**src/rtl/int_to_fp_converter_if.sv**
```systemverilog
// rtl/int_to_fp_converter_if.sv - valid/ready handshake bundle for int_to_fp_converter
interface int_to_fp_converter_if;
  logic        in_valid;
  logic        in_ready;
  logic [31:0] data_in;
  logic        out_valid;
  logic        out_ready;
  logic [31:0] data_out;
  logic [3:0]  status_out;

  modport master (
    output in_valid, data_in, out_ready,
    input  in_ready, out_valid, data_out, status_out
  );

  modport slave (
    input  in_valid, data_in, out_ready,
    output in_ready, out_valid, data_out, status_out
  );
endinterface

```
**src/rtl/int_to_fp_converter.sv**
```systemverilog
// rtl/int_to_fp_converter.sv - 32-bit integer to FPU operand word, one normalizing shift per cycle
// Optional ROUND_NEAREST_EN selects round-to-nearest-even; default truncates toward zero.
module int_to_fp_converter #(
  parameter int SIGNED_IN = 1,
  parameter int BIAS      = 31
) (
  input logic                   clock,
  input logic                   reset,
  int_to_fp_converter_if.slave  bus
);

  typedef enum logic [1:0] {IDLE, NORM, PACK, DONE} state_t;

  // Exponent of 2^31, the value an unshifted mag with bit 31 set represents.
  localparam logic [6:0] EXP_INIT = 7'(BIAS + 31);

  state_t      state, next_state;
  logic [31:0] mag;
  logic [6:0]  exp_cnt;
  logic        sign_q;
  logic [31:0] data_q;
  logic [3:0]  status_q;

  logic        sign_in;
  logic [31:0] mag_in;
  logic [24:0] mant;
  logic        guard, sticky, inexact, round_up;
  logic [25:0] mant_sum;
  logic [6:0]  exp_r;
  logic [31:0] pack_word;
  logic [3:0]  pack_status;

  assign sign_in = (SIGNED_IN != 0) ? bus.data_in[31] : 1'b0;
  assign mag_in  = sign_in ? (~bus.data_in + 32'd1) : bus.data_in;

  assign bus.data_out   = data_q;
  assign bus.status_out = status_q;

  always_comb begin
    next_state    = state;
    bus.in_ready  = 1'b0;
    bus.out_valid = 1'b0;
    case (state)
      IDLE: begin
        bus.in_ready = 1'b1;
        if (bus.in_valid) next_state = NORM;
      end
      NORM: if (mag == 32'd0 || mag[31]) next_state = PACK;
      PACK: next_state = DONE;
      DONE: begin
        bus.out_valid = 1'b1;
        if (bus.out_ready) next_state = IDLE;
      end
      default: next_state = IDLE;
    endcase
  end

  always_comb begin
    mant    = mag[30:6];
    guard   = mag[5];
    sticky  = |mag[4:0];
    inexact = guard | sticky;
`ifdef ROUND_NEAREST_EN
    round_up = guard & (sticky | mant[0]);
`else
    round_up = 1'b0;
`endif
    // A carry out of the mantissa bumps the exponent; 63 means infinity.
    mant_sum    = {1'b0, mant} + {25'd0, round_up};
    exp_r       = exp_cnt + {6'd0, mant_sum[25]};
    pack_word   = {sign_q, exp_r[5:0], mant_sum[24:0]};
    pack_status = inexact ? 4'b1111 : 4'b0001;
    if (mag == 32'd0) begin
      pack_word   = 32'd0;
      pack_status = 4'b0001;
    end else if (exp_r >= 7'd63) begin
      pack_word   = {sign_q, 6'h3F, 25'd0};
      pack_status = 4'b0011;
    end
  end

  always_ff @(posedge clock) begin
    if (reset) begin
      state    <= IDLE;
      mag      <= 32'd0;
      exp_cnt  <= 7'd0;
      sign_q   <= 1'b0;
      data_q   <= 32'd0;
      status_q <= 4'd0;
    end else begin
      state <= next_state;
      case (state)
        IDLE: if (bus.in_valid) begin
          sign_q  <= sign_in;
          mag     <= mag_in;
          exp_cnt <= EXP_INIT;
        end
        NORM: if (mag != 32'd0 && !mag[31]) begin
          mag     <= mag << 1;
          exp_cnt <= exp_cnt - 7'd1;
        end
        PACK: begin
          data_q   <= pack_word;
          status_q <= pack_status;
        end
        default: ;
      endcase
    end
  end

endmodule
```
**src/flat_wrapper.sv**
```systemverilog
// flat-port wrapper written by rule: the top's interface ports become plain ports
module int_to_fp_converter_flat 
#(
  parameter int SIGNED_IN = 1,
  parameter int BIAS      = 31
)
  (clock, reset, bus_in_valid, bus_data_in, bus_out_ready, bus_in_ready, bus_out_valid, bus_data_out, bus_status_out);
  int_to_fp_converter_if bus_i ();
  input logic clock;
  input logic reset;
  input wire logic [$bits(bus_i.in_valid)-1:0] bus_in_valid;
  input wire logic [$bits(bus_i.data_in)-1:0] bus_data_in;
  input wire logic [$bits(bus_i.out_ready)-1:0] bus_out_ready;
  output wire logic [$bits(bus_i.in_ready)-1:0] bus_in_ready;
  output wire logic [$bits(bus_i.out_valid)-1:0] bus_out_valid;
  output wire logic [$bits(bus_i.data_out)-1:0] bus_data_out;
  output wire logic [$bits(bus_i.status_out)-1:0] bus_status_out;
  assign bus_i.in_valid = bus_in_valid;
  assign bus_i.data_in = bus_data_in;
  assign bus_i.out_ready = bus_out_ready;
  assign bus_in_ready = bus_i.in_ready;
  assign bus_out_valid = bus_i.out_valid;
  assign bus_data_out = bus_i.data_out;
  assign bus_status_out = bus_i.status_out;
  int_to_fp_converter #(.SIGNED_IN(SIGNED_IN), .BIAS(BIAS)) u_core (.clock(clock), .reset(reset), .bus(bus_i));
endmodule
```
**config.mk**
```make
export PLATFORM = sky130hd
export DESIGN_NAME = int_to_fp_converter_flat
export DESIGN_NICKNAME = d
export VERILOG_FILES = /design/src/rtl/int_to_fp_converter_if.sv /design/src/rtl/int_to_fp_converter.sv /design/src/flat_wrapper.sv
export SDC_FILE = /design/constraint.sdc
export NUM_CORES = 1
export LEC_CHECK = 0
export ABC_AREA = 1
export BUFFER_PORTS_ARGS = -buffer_cell sky130_fd_sc_hd__buf_2
export CAP_MARGIN = 20
export CELL_PAD_IN_SITES_DETAIL_PLACEMENT = 1
export CELL_PAD_IN_SITES_GLOBAL_PLACEMENT = 1
export CORE_MARGIN = 2
export CORE_UTILIZATION = 39
export CTS_BUF_LIST = sky130_fd_sc_hd__clkbuf_4 sky130_fd_sc_hd__clkbuf_8 sky130_fd_sc_hd__clkbuf_16
export DETAILED_ROUTE_END_ITERATION = 10
export PLACE_DENSITY = 0.84
export SYNTH_ARGS = -nofsm -noshare
export SYNTH_HDL_FRONTEND = slang
export SYNTH_SLANG_ARGS = --single-unit
```
**constraint.sdc**
```tcl
create_clock -name clock -period 1.9 [get_ports clock]
set_input_delay 0.095 -clock clock [delete_from_list [all_inputs] [get_ports clock]]
set_output_delay 0.095 -clock clock [all_outputs]
set_load 0.05 [all_outputs]
```
; Word level (Yosys, flattened, before mapping)
; Index checks and enable logic that the tools add are counted.
[word_totals]
register_bits = 78
input_bits = 36
output_inout_bits = 38
[classes]
n_addsub = 2
magnitude_cmp = 1
eq_ne = 7
n_mux = 18
bitwise_logic = 2
reduce_logical = 11
[op_table]
columns = op, count
row1 = $mux 32, 4
row2 = $pmux 32 s2, 1
row3 = $add 32x1->32 const B, 1
row4 = $logic_not 32->1, 1
row5 = $not 32->32, 1
row6 = $reduce_bool 32->1, 1
row7 = $mux 31, 1
row8 = $mux 7, 2
row9 = $pmux 7 s2, 1
row10 = $mux 4, 3
row11 = $pmux 2 s4, 1
row12 = $ge 7x6->1 const B, 1
row13 = $sub 7x1->7 const B, 1
row14 = $mux 2, 3
row15 = $reduce_and 3->1, 2
row16 = $reduce_or 5->1, 1
row17 = $eq 2x2->1 const B, 2
row18 = $ne 2x1->1 const B, 2
row19 = $ne 2x2->1 const B, 2
row20 = $eq 2x1->1 const B, 1
row21 = $logic_not 2->1, 1
row22 = $mux 1, 2
row23 = $reduce_and 2->1, 1
row24 = $reduce_bool 2->1, 1
row25 = 4 further kinds, 4

; Logic depth before layout (Yosys ltp)
; Gate-level depths: netlist (run 1).
[depth]
ltp_word = 5
depth_mapped = 12
mapped_depth_nobuf = 12

; Worst setup path after synthesis (run 1)
; No wires, ideal clock.
[synth_timing]
kind = reg-to-reg
start = register u_core.state[0]
end = register u_core.mag[0]
setup_time_ns = 0.071
arrival_ns = 1.814
required_time_ns = 1.829
slack_ns = 0.016
stages_incl_launch_ff = 8
n_path_buf = 1
synth_period_minus_slack_ns = 1.884
cell_sequence = dfxtp_1 inv_1 ha_1 nand2_1 a21oi_2 clkbuf_1 nand3_1 a21oi_1
[synth_via]
elab_chain_cells = 3
word_cells_on_any_way = 7
[synth_lines]
columns = element, line
row1 = "start, declared", int_to_fp_converter.sv:17  ; state_t state, next_state;
row2 = "start signal, assigned", int_to_fp_converter.sv:91  ; state <= next_state;
row3 = $eq 2x1->1 or $logic_not 2->1 (tied branches), int_to_fp_converter.sv:92  ; case (state)
row4 = $ne 2x1->1 (no line) (tied with other cells), -
row5 = $reduce_and 3->1 (no line), -
row6 = "end signal, assigned", int_to_fp_converter.sv:95  ; mag <= mag_in;
row7 = "end signal, assigned", int_to_fp_converter.sv:99  ; mag <= mag << 1;
row8 = "end, declared", int_to_fp_converter.sv:18  ; logic [31:0] mag;
; Parallel ways exist; a longest one is shown, timed or not.
; A chain may end at the register's enable or synchronous reset.

; Worst setup path in the final report (run 1)
[layout_timing]
start = register u_core.state[1]
end = register u_core.exp_cnt[4]
[layout_via]
elab_chain_cells = 3
word_cells_on_any_way = 7
[layout_lines]
columns = element, line
row1 = $eq 2x1->1 or $logic_not 2->1 (tied branches), int_to_fp_converter.sv:92
row2 = $ne 2x1->1 (no line) (tied with other cells), -
row3 = $reduce_and 3->1 (no line), -
row4 = "end signal, assigned", int_to_fp_converter.sv:100  ; exp_cnt <= exp_cnt - 7'd1;
row5 = "end, declared", int_to_fp_converter.sv:19  ; logic [6:0] exp_cnt;
; Parallel ways exist; a longest one is shown, timed or not.

==> results.txt, run 1 <==
CTS Buf Count: 9
Layout area overhead: 19.3%
Synth top area share: 35.4%
Hold WC Path Type: in -> reg
Max_slew headroom: 69.5%
Worst Setup End Kind: register
Sequential share of the synthesized area: 35.4%
Final Hold Viols: 0
Avg WL per Cell: 16.1 um
Unique cell type count in the Yosys netlist: 31
Inst Count DP: 896
Die W: 110 um
Largest net degree at the start of global routing: 55
Tmin final: 1.83 ns
CP top delay family: buffers and inverters
Asr flop ratio synth: 0%
Average size of a mapped cell: 6.20 um2
DRT iter0 DRCs: 274
CP Max Fanout: 21
Flop and latch count out of synthesis: 77
Mapped Area: 4350 um2
Via density: 5.28
Routability cong.: 0.856
Fmax: 546 MHz
First-pass GRT wire length: 23.4 mm
DP Area: 4890 um2
Maximum VDD drop: 0.000903 V
Vias in the first global route: 4858
Num Clock Sinks: 77
Yosys Warn Count: 0
Pre-antenna DRT Iters: 4
Most used DFF post-synth: dfxtp_1
Fillers: 1513
Die area: 12000 um2
RSZ-0062 raised after global routing: yes
Ports: 74
CP Cell Sequence: inv_1, ha_2, inv_1, nor2_1, inv_1, nand2_2, buf_12, nand2_1, a21oi_1
Layout Cells excl Fill: 914
Slew @ Worst Pin: 0.454 ns
Via count: 4829
Worst Path Required: 2.18 ns
Area contributors post-synth: dfxtp_1 35%, nand2_1 15%, nor2_1 11%
Core area: 10900 um2
Clk buf depth: 2
Place WS: 0.117 ns
CP bufs+invs: 4
Initial antenna violation count: 0
Tot Pwr: 9.78 mW
Post-Syn Nets: 745
Synth Instances: 702
Number of max-slew violations in the final report: 0
CP dominant cell by count: inv_1
CTS tree: yes
Antenna Diode Count: 0
CTS Root Cell: clkbuf_8
Row count: 38
Outcome: finished clean
Clock skew: 0.00915 ns
Setup violators final: 0
Arrival time worst endpoint: 2.11 ns
PwrDens: 1880 nW/um2
Initial Util: 40.0%
Startpoint Class: register
H-Tree Depth: 3
EDFF count, synth: 0
Final critical-path share of the clock period: 96.4%
Antenna Nets Post-Route: 0
Largest stage delay on the critical path: 0.34 ns
Detailed placement HPWL: 10.6 mm
Max stage delay cell, worst path: dfxtp_1
DRC: 0
Register clock-pin slew on the reported worst setup and hold paths: 0.08 ns
Share of post-route cells with drive strength above 1: 15.9%
Routed wire length: 14.7 mm
Die Y: 110 um
Max Cap Viol: 0
Core Util, Final: 47.7%
Area leader, netlist: dfxtp_1
Final worst setup slack: 0.0675 ns
Leakage Power: 2.40 nW
I/O Buffers: 73
Total global-route track usage: 24.9%
Worst-Skew Late Latency: 0.36 ns
GRT overflow: 0
Fin nets: 813
Post-route cell area: 5190 um2
CP Class: reg -> reg
## kinds of logic after synthesis
| logic type | after synthesis | synth area share (%) |
|---|---|---|
| compound gates | 163 | 19.3 |
| xor+xnor | 9 | 1.81 |
| fa+ha+maj | 7 | 2.01 |
| buf+inv | 80 | 7.44 |
| flops | 77 | 35.4 |
| simple gates | 366 | 34.0 |
## layer usage
layer | share of wire (%) | global-route usage, % | vias up
met4 | 1.8 | 8.32 | 0
met5 | 0 | 0 | -
li1 | - | - | 2401
met3 | 4.2 | 3.97 | 22
met1 | 47 | 33.4 | 2287
met2 | 47 | 40.6 | 119
## timing repair
action                                  in CTS  in global routing
hold buffers                                 1                  0
buffers inserted                             0                  1
endpoints found under the hold margin        1                  0
endpoints found under the setup margin       0                 27
resized for setup                            0                  6
## worst min-delay path, stage by stage
cell     delay, ns
buf_2         0.11
nand3_1       0.07
a21oi_1       0.05
## layout by cell type (no fill, tap or decap), drive strengths merged, types with 6 or more instances in the layout
cell	instances
dfxtp	77
nor2	128
nand2	179
or2	9
buf	91
inv	41
clkbuf	12
nor3	6
a21oi	76
nand3	33
ha	7
xor2	8
o21ai	80
## power breakdown
part	internal, mW	switching (mW)
Sequential	2.27	0.568
Combinational	1.71	3.70
Clock	0.935	0.594
Total	4.92	4.86
## synthesized netlist by cell type, types with 2 or more instances
cell type,number
nand3_1,33
nand2_1,177
nand3b_1,3
ha_1,7
inv_1,41
buf_4,3
buf_1,2
a21oi_1,75
buf_2,10
and2_1,3
o21ai_0,78
nor3_1,6
nand2_2,2
nor2_1,128
clkinv_1,3
clkbuf_1,21
nand4_1,5
dfxtp_1,77
or2_2,9
xor2_1,8
## flip-flops by register name (all words and copies together), names as in the netlist
register / cells
u_core.state: 2
u_core.bus.data_out: 32
u_core.mag: 32
u_core.bus.status_out: 3
u_core.sign_q: 1
u_core.exp_cnt: 7
## worst paths after layout
check	depth (start not counted)	start	slack (ns)	end
max reg2reg	9	u_core.state[1]$_SDFFE_PP0P_	0.07	u_core.exp_cnt[4]$_SDFFE_PP0P_
max	9	u_core.state[1]$_SDFFE_PP0P_	0.07	u_core.exp_cnt[4]$_SDFFE_PP0P_
min reg2reg	2	u_core.bus.data_out[30]$_SDFFE_PP0P_	0.47	u_core.bus.data_out[30]$_SDFFE_PP0P_
min	3	bus_data_in[0]	0.02	u_core.mag[0]$_SDFFE_PP0P_
## layout make-up
type	instances	area [um2]	area share (%)
inverter	44	165	3.18
clock inverter	4	95.1	1.83
tap	140	175	3.37
clock buffer	11	151	2.91
multi-input combinational	545	2500	48.2
sequential	77	1540	29.7
timing repair buffer	93	564	10.9
## stage by stage
step	setup TNS, ns	hold slack [ns]
floorplan	0	0.215
global placement	0	0.338
detailed placement	0	0.338
CTS	0	0.0166
global route	-0.337	0.0406
finish	0	0.0183
(Power assumes the default switching activity.)
==> inputs of run 2 (changes only) <==
Settings changed: CORE_UTILIZATION 39 to 35, PLACE_DENSITY 0.84 to 0.8.
Clock period 1.9 ns to 1.5 ns, I/O delays scaled along.
==> results.txt, run 2 (synthesized netlist as in run 1, its figures left out) <==
Outcome: complete, but fails checks (was finished clean)
Violated checks: negative setup slack
Vias in the first global route: 5199 (was 4858)
Clock Power Share: 13.1% (was 15.6%)
Startpoint Class: register (unchanged)
Layout Cells excl Fill: 1005 (was 914)
Logic pwr share: 64.7% (was 55.3%)
Core area: 12100 um2 (was 10900 um2)
Die W: 116 um (was 110 um)
Final Hold Slack: 0.178 ns (was 0.0183 ns)
CTS Root Cell: clkbuf_16 (was clkbuf_8)
Via density: 5.37 (was 5.28)
Arrival time worst endpoint: 2.10 ns (was 2.11 ns)
Routed wire length: 18.5 mm (was 14.7 mm)
Final critical-path share of the clock period: 124% (was 96.4%)
Antenna Nets Post-Route: 0 (unchanged)
Total global-route track usage: 25.6% (was 24.9%)
Worst Path Required: 1.75 ns (was 2.18 ns)
Detailed placement HPWL: 11.5 mm (was 10.6 mm)
Row count: 40 (was 38)
Slew @ Worst Pin: 0.563 ns (was 0.454 ns)
Maximum VDD drop: 0.000751 V (was 0.000903 V)
CP Max Fanout: 7 (was 21)
Sequential Power Share: 22.1% (was 29.1%)
Max Cap Viol: 0 (unchanged)
Via count: 5393 (was 4829)
Final Hold Viols: 0 (unchanged)
Setup TNS: -10.02 ns (was 0 ns)
Fin nets: 876 (was 813)
I/O Buffers: 73 (unchanged)
Fmax: 539 MHz (was 546 MHz)
Worst-Skew Late Latency: 0.34 ns (was 0.36 ns)
Number of max-slew violations in the final report: 0 (unchanged)
Clk buf depth: 2 (unchanged)
Inst Count DP: 981 (was 896)
Setup violators final: 49 (was 0)
CP Class: reg -> reg (unchanged)
Routability cong.: 0.880 (was 0.856)
Place WS: -0.217 ns (was 0.117 ns)
Worst Setup End Kind: register (unchanged)
Largest net degree at the start of global routing: 55 (unchanged)
H-Tree Depth: 3 (unchanged)
Commonest non-fill, non-tap cells in the layout: 163 x nand2_1, 110 x nor2_1, 72 x buf_2 (was 176 x nand2_1, 127 x nor2_1, 77 x o21ai_0, 77 x dfxtp_1, 75 x a21oi_1)
Die area: 13300 um2 (was 12000 um2)
Die Y: 116 um (was 110 um)
Fillers: 1574 (was 1513)
DRT iter0 DRCs: 458 (was 274)
Ports: 74 (unchanged)
Leakage Power: 2.83 nW (was 2.40 nW)
PwrDens: 2570 nW/um2 (was 1880 nW/um2)
Share of post-route cells with drive strength above 1: 30.8% (was 15.9%)
Clock skew: 0.0107 ns (was 0.00915 ns)
Avg WL per Cell: 18.4 um (was 16.1 um)
Num Clock Sinks: 77 (unchanged)
Register clock-pin slew on the reported worst setup and hold paths: 0.06 ns (was 0.08 ns)
Antenna Diode Count: 0 (unchanged)
Initial antenna violation count: 0 (unchanged)
Hold WC Path Type: in -> reg (unchanged)
RSZ-0062 raised after global routing: yes (unchanged)
Initial Util: 36.1% (was 40.0%)
Pre-antenna DRT Iters: 5 (was 4)
Tmin final: 1.86 ns (was 1.83 ns)
CTS tree: yes (unchanged)
CTS Buf Count: 9 (unchanged)
Pint: 7.96 mW (was 4.92 mW)
GRT overflow: 0 (unchanged)
Most common cell after layout, fill and taps aside: nand2_1 (unchanged)
Final worst setup slack: -0.356 ns (was 0.0675 ns)
Layout area overhead: 41.1% (was 19.3%)
DRC: 0 (unchanged)
First-pass GRT wire length: 26.7 mm (was 23.4 mm)
P_sw: 7.85 mW (was 4.86 mW)
Switching Fraction: 49.6% (was 49.7%)
Max_slew headroom: 62.1% (was 69.5%)
[run 2: changes by cell type in the layout (fill, tap and decap cells not counted), sizes merged]
cell / delta
bufinv: -3
buf: +59
clkbuf: +4
clkinv: +3
[run 2: final cells by class]
class	count	area (um2)	area share [%]
multi-input cells	545	2750	44.8
inverters	44	173	2.81
clock buffers	11	253	4.12
flip-flops and latches	77	1560	25.4
clock inverters	4	23.8	0.387
repair buffers	156	1170	19.1
well taps	168	210	3.42
[run 2: stage by stage]
step	cell area, um2	power [mW]	utilization, %
2_1_floorplan	4400	8.32	-
3_3_place_gp	5440	10.9	45.1
3_5_place_dp	5440	11.3	45.1
4_1_cts	5900	14.3	48.9
5_1_grt	6140	16.6	50.9
6_report	6140	15.8	50.9
[run 2: per-layer routing]
metal	share of wire (%)	track usage, %	vias up
li1	-	-	2541
met1	45	34.4	2584
met2	47	42.3	221
met3	5.7	4.08	47
met4	2.7	7.55	0
met5	0	0	-
[run 2: power by group through the flow]
stage	combinational, mW	clock, mW	sequential [mW]
2_1_floorplan	3.92	0	4.40
3_3_place_gp	7.51	0	3.34
3_5_place_dp	7.85	0	3.41
4_1_cts	8.81	2.09	3.39
5_1_grt	10.8	2.18	3.59
6_report	10.2	2.07	3.50
[run 2: path summary, 6_finish.rpt]
path | startpoint | end | slack [ns] | cells after the start
max reg2reg | u_core.mag[27]$_SDFFE_PP0P_ | u_core.mag[27]$_SDFFE_PP0P_ | -0.36 | 10
min | bus_data_in[26] | u_core.mag[26]$_SDFFE_PP0P_ | 0.18 | 5
min reg2reg | u_core.bus.data_out[29]$_SDFFE_PP0P_ | u_core.bus.data_out[29]$_SDFFE_PP0P_ | 0.47 | 2
max | u_core.mag[27]$_SDFFE_PP0P_ | u_core.mag[27]$_SDFFE_PP0P_ | -0.36 | 10
[run 2: critical path: stages (launching register included)]
cell and delay (ns):
dfxtp_2 0.33, nor2_2 0.13, nand2_1 0.10, nor2_2 0.14, nand2_2 0.09, o21ai_4 0.23
nand2_2 0.12, nand2_4 0.18, clkbuf_16 0.20, nand2_1 0.06, a21oi_1 0.19
[run 2: what timing repair did]
| action | CTS | global route |
|---|---|---|
| setup endpoints to repair | 49 | 75 |
| endpoints found under the hold margin | 1 | 0 |
| gates cloned | 2 | 3 |
| resized for setup | 30 | 82 |
| buffers inserted | 3 | 2 |
| pin swaps | 8 | 45 |
| hold buffers | 1 | 0 |
==> inputs of run 3 (changes only) <==
Settings changed: CORE_UTILIZATION 35 to 39, PLACE_DENSITY 0.8 to 0.84, REMOVE_ABC_BUFFERS from default to 1.
Clock period 1.5 ns to 1.95 ns, I/O delays scaled along.
==> results.txt, run 3 (synthesized netlist as in run 1, its figures left out) <==
Vias in the first global route: 4840 (was 5199)
PwrDens: 1830 nW/um2 (was 2570 nW/um2)
GRT overflow: 0 (unchanged)
Largest stage delay on the critical path: 0.36 ns (was 0.33 ns)
Max Cap Viol: 0 (unchanged)
Commonest non-fill, non-tap cells in the layout: 177 x nand2_1, 127 x nor2_1, 78 x o21ai_0 (was 163 x nand2_1, 110 x nor2_1, 72 x buf_2)
Leakage Power: 2.39 nW (was 2.83 nW)
Tot Pwr: 9.48 mW (was 15.8 mW)
Final worst setup slack: 0.175 ns (was -0.356 ns)
H-Tree Depth: 3 (unchanged)
DP Area: 4880 um2 (was 5440 um2)
Die Y: 110 um (was 116 um)
Number of max-slew violations in the final report: 0 (unchanged)
Setup bufs post-CTS: 0 (was 3)
Clk buf depth: 2 (unchanged)
Startpoint Class: register (unchanged)
Max stage delay cell, worst path: dfxtp_1 (was dfxtp_2)
Setup TNS: 0 ns (was -10.02 ns)
Most common cell after layout, fill and taps aside: nand2_1 (unchanged)
Row count: 38 (was 40)
CTS tree: yes (unchanged)
CP Cell Sequence: inv_1, ha_1, inv_1, nand2_1, a21oi_2, buf_12, o21ai_0, nor2_1 (was nor2_2, nand2_1, nor2_2, nand2_2, o21ai_4, nand2_2, nand2_4, clkbuf_16, nand2_1, a21oi_1)
Final Hold Viols: 0 (unchanged)
Die area: 12000 um2 (was 13300 um2)
CTS Buf Count: 9 (unchanged)
Final Hold Slack: 0.0586 ns (was 0.178 ns)
Fillers: 1490 (was 1574)
CP dominant cell by count: inv_1
Routed wire length: 13.9 mm (was 18.5 mm)
Core area: 10900 um2 (was 12100 um2)
Worst Setup End Kind: register (unchanged)
Share of post-route cells with drive strength above 1: 15.2% (was 30.8%)
Initial antenna violation count: 0 (unchanged)
Max_slew headroom: 68.4% (was 62.1%)
Post-route cell area: 5190 um2 (was 6140 um2)
Ports: 74 (unchanged)
Clock skew: 0.00865 ns (was 0.0107 ns)
Total global-route track usage: 24.9% (was 25.6%)
Outcome: finished clean (was complete, but fails checks)
Antenna Diode Count: 0 (unchanged)
I/O Buffers: 73 (unchanged)
CTS Root Cell: clkbuf_8 (was clkbuf_16)
Via count: 4815 (was 5393)
Avg WL per Cell: 15.3 um (was 18.4 um)
Largest net degree at the start of global routing: 52 (was 55)
Hold WC Path Type: in -> reg (unchanged)
Routability cong.: 0.868 (was 0.880)
DRC: 0 (unchanged)
Detailed placement HPWL: 10.2 mm (was 11.5 mm)
Final critical-path share of the clock period: 91.0% (was 124%)
Die W: 110 um (was 116 um)
Tmin final: 1.77 ns (was 1.86 ns)
CP Max Fanout: 34 (was 7)
Slew @ Worst Pin: 0.474 ns (was 0.563 ns)
First-pass GRT wire length: 23.4 mm (was 26.7 mm)
Register clock-pin slew on the reported worst setup and hold paths: 0.08 ns (was 0.06 ns)
Arrival time worst endpoint: 2.07 ns (was 2.10 ns)
Worst Path Required: 2.24 ns (was 1.75 ns)
CP Class: reg -> reg (unchanged)
Maximum VDD drop: 0.000697 V (was 0.000751 V)
Layout area overhead: 19.3% (was 41.1%)
Inst Count DP: 893 (was 981)
Fin nets: 808 (was 876)
Setup violators final: 0 (was 49)
Antenna Nets Post-Route: 0 (unchanged)
Via density: 5.29 (was 5.37)
Fmax: 563 MHz (was 539 MHz)
DRT iter0 DRCs: 280 (was 458)
Place WS: 0.176 ns (was -0.217 ns)
Worst-Skew Late Latency: 0.36 ns (was 0.34 ns)
Num Clock Sinks: 77 (unchanged)
Pre-antenna DRT Iters: 4 (was 5)
Core Util, Final: 47.7% (was 50.9%)
Initial Util: 40.0% (was 36.1%)
Layout Cells excl Fill: 910 (was 1005)
==> run 3: cell count changes in the layout (fill, tap and decap cells not counted), sizes merged <==
cell,delta
bufinv,+5
buf,-63
clkbuf,-6
clkinv,-3
==> run 3: repair_timing <==
item | 4_1_cts | 5_1_grt
gates resized for setup | 0 | 3
hold buffers | 1 | 0
endpoints found under the setup margin | 0 | 8
endpoints found under the hold margin | 1 | 0
==> run 3: per-layer routing <==
metal	up-vias	global-route usage [%]	wire length [um]	part of all wire [%]
li1	2400	-	-	-
met1	2309	31.9	6640	48
met2	94	42.8	6590	47
met3	12	4.39	538	3.9
met4	0	6.87	145	1.0
met5	-	0	0	0
==> run 3: area by class of cell <==
class | count | area [um2] | share of cell area [%]
clock buffers | 10 | 131 | 2.53
clock inverters | 6 | 159 | 3.06
inverters | 44 | 165 | 3.18
multi-input cells | 545 | 2500 | 48.1
flip-flops and latches | 77 | 1540 | 29.7
well taps | 140 | 175 | 3.37
repair buffers | 88 | 522 | 10.1
==> run 3: path summary, 6_finish.rpt <==
path / start / end / slack (ns) / cells after the start
setup / recovery: u_core.state[1]$_SDFFE_PP0P_ / u_core.mag[15]$_SDFFE_PP0P_ / 0.18 / 8
hold / removal: bus_data_in[0] / u_core.mag[0]$_SDFFE_PP0P_ / 0.06 / 3
setup reg to reg: u_core.state[1]$_SDFFE_PP0P_ / u_core.mag[15]$_SDFFE_PP0P_ / 0.18 / 8
hold reg to reg: u_core.mag[3]$_SDFFE_PP0P_ / u_core.mag[3]$_SDFFE_PP0P_ / 0.47 / 2
==> run 3: report_power, final <==
group | switching, mW | internal, mW | leakage (nW)
logic | 3.40 | 1.57 | 1.61
clock network | 0.609 | 1.13 | 0.144
registers | 0.552 | 2.21 | 0.633
total | 4.57 | 4.91 | 2.39
==> run 3: worst max-delay path: cells and delay by family (launching register included) <==
kind	cells	cell delay, ns
fa+ha+maj	1	0.20
flops	1	0.36
simple gates	2	0.31
compound gates	2	0.33
buf+inv	3	0.49
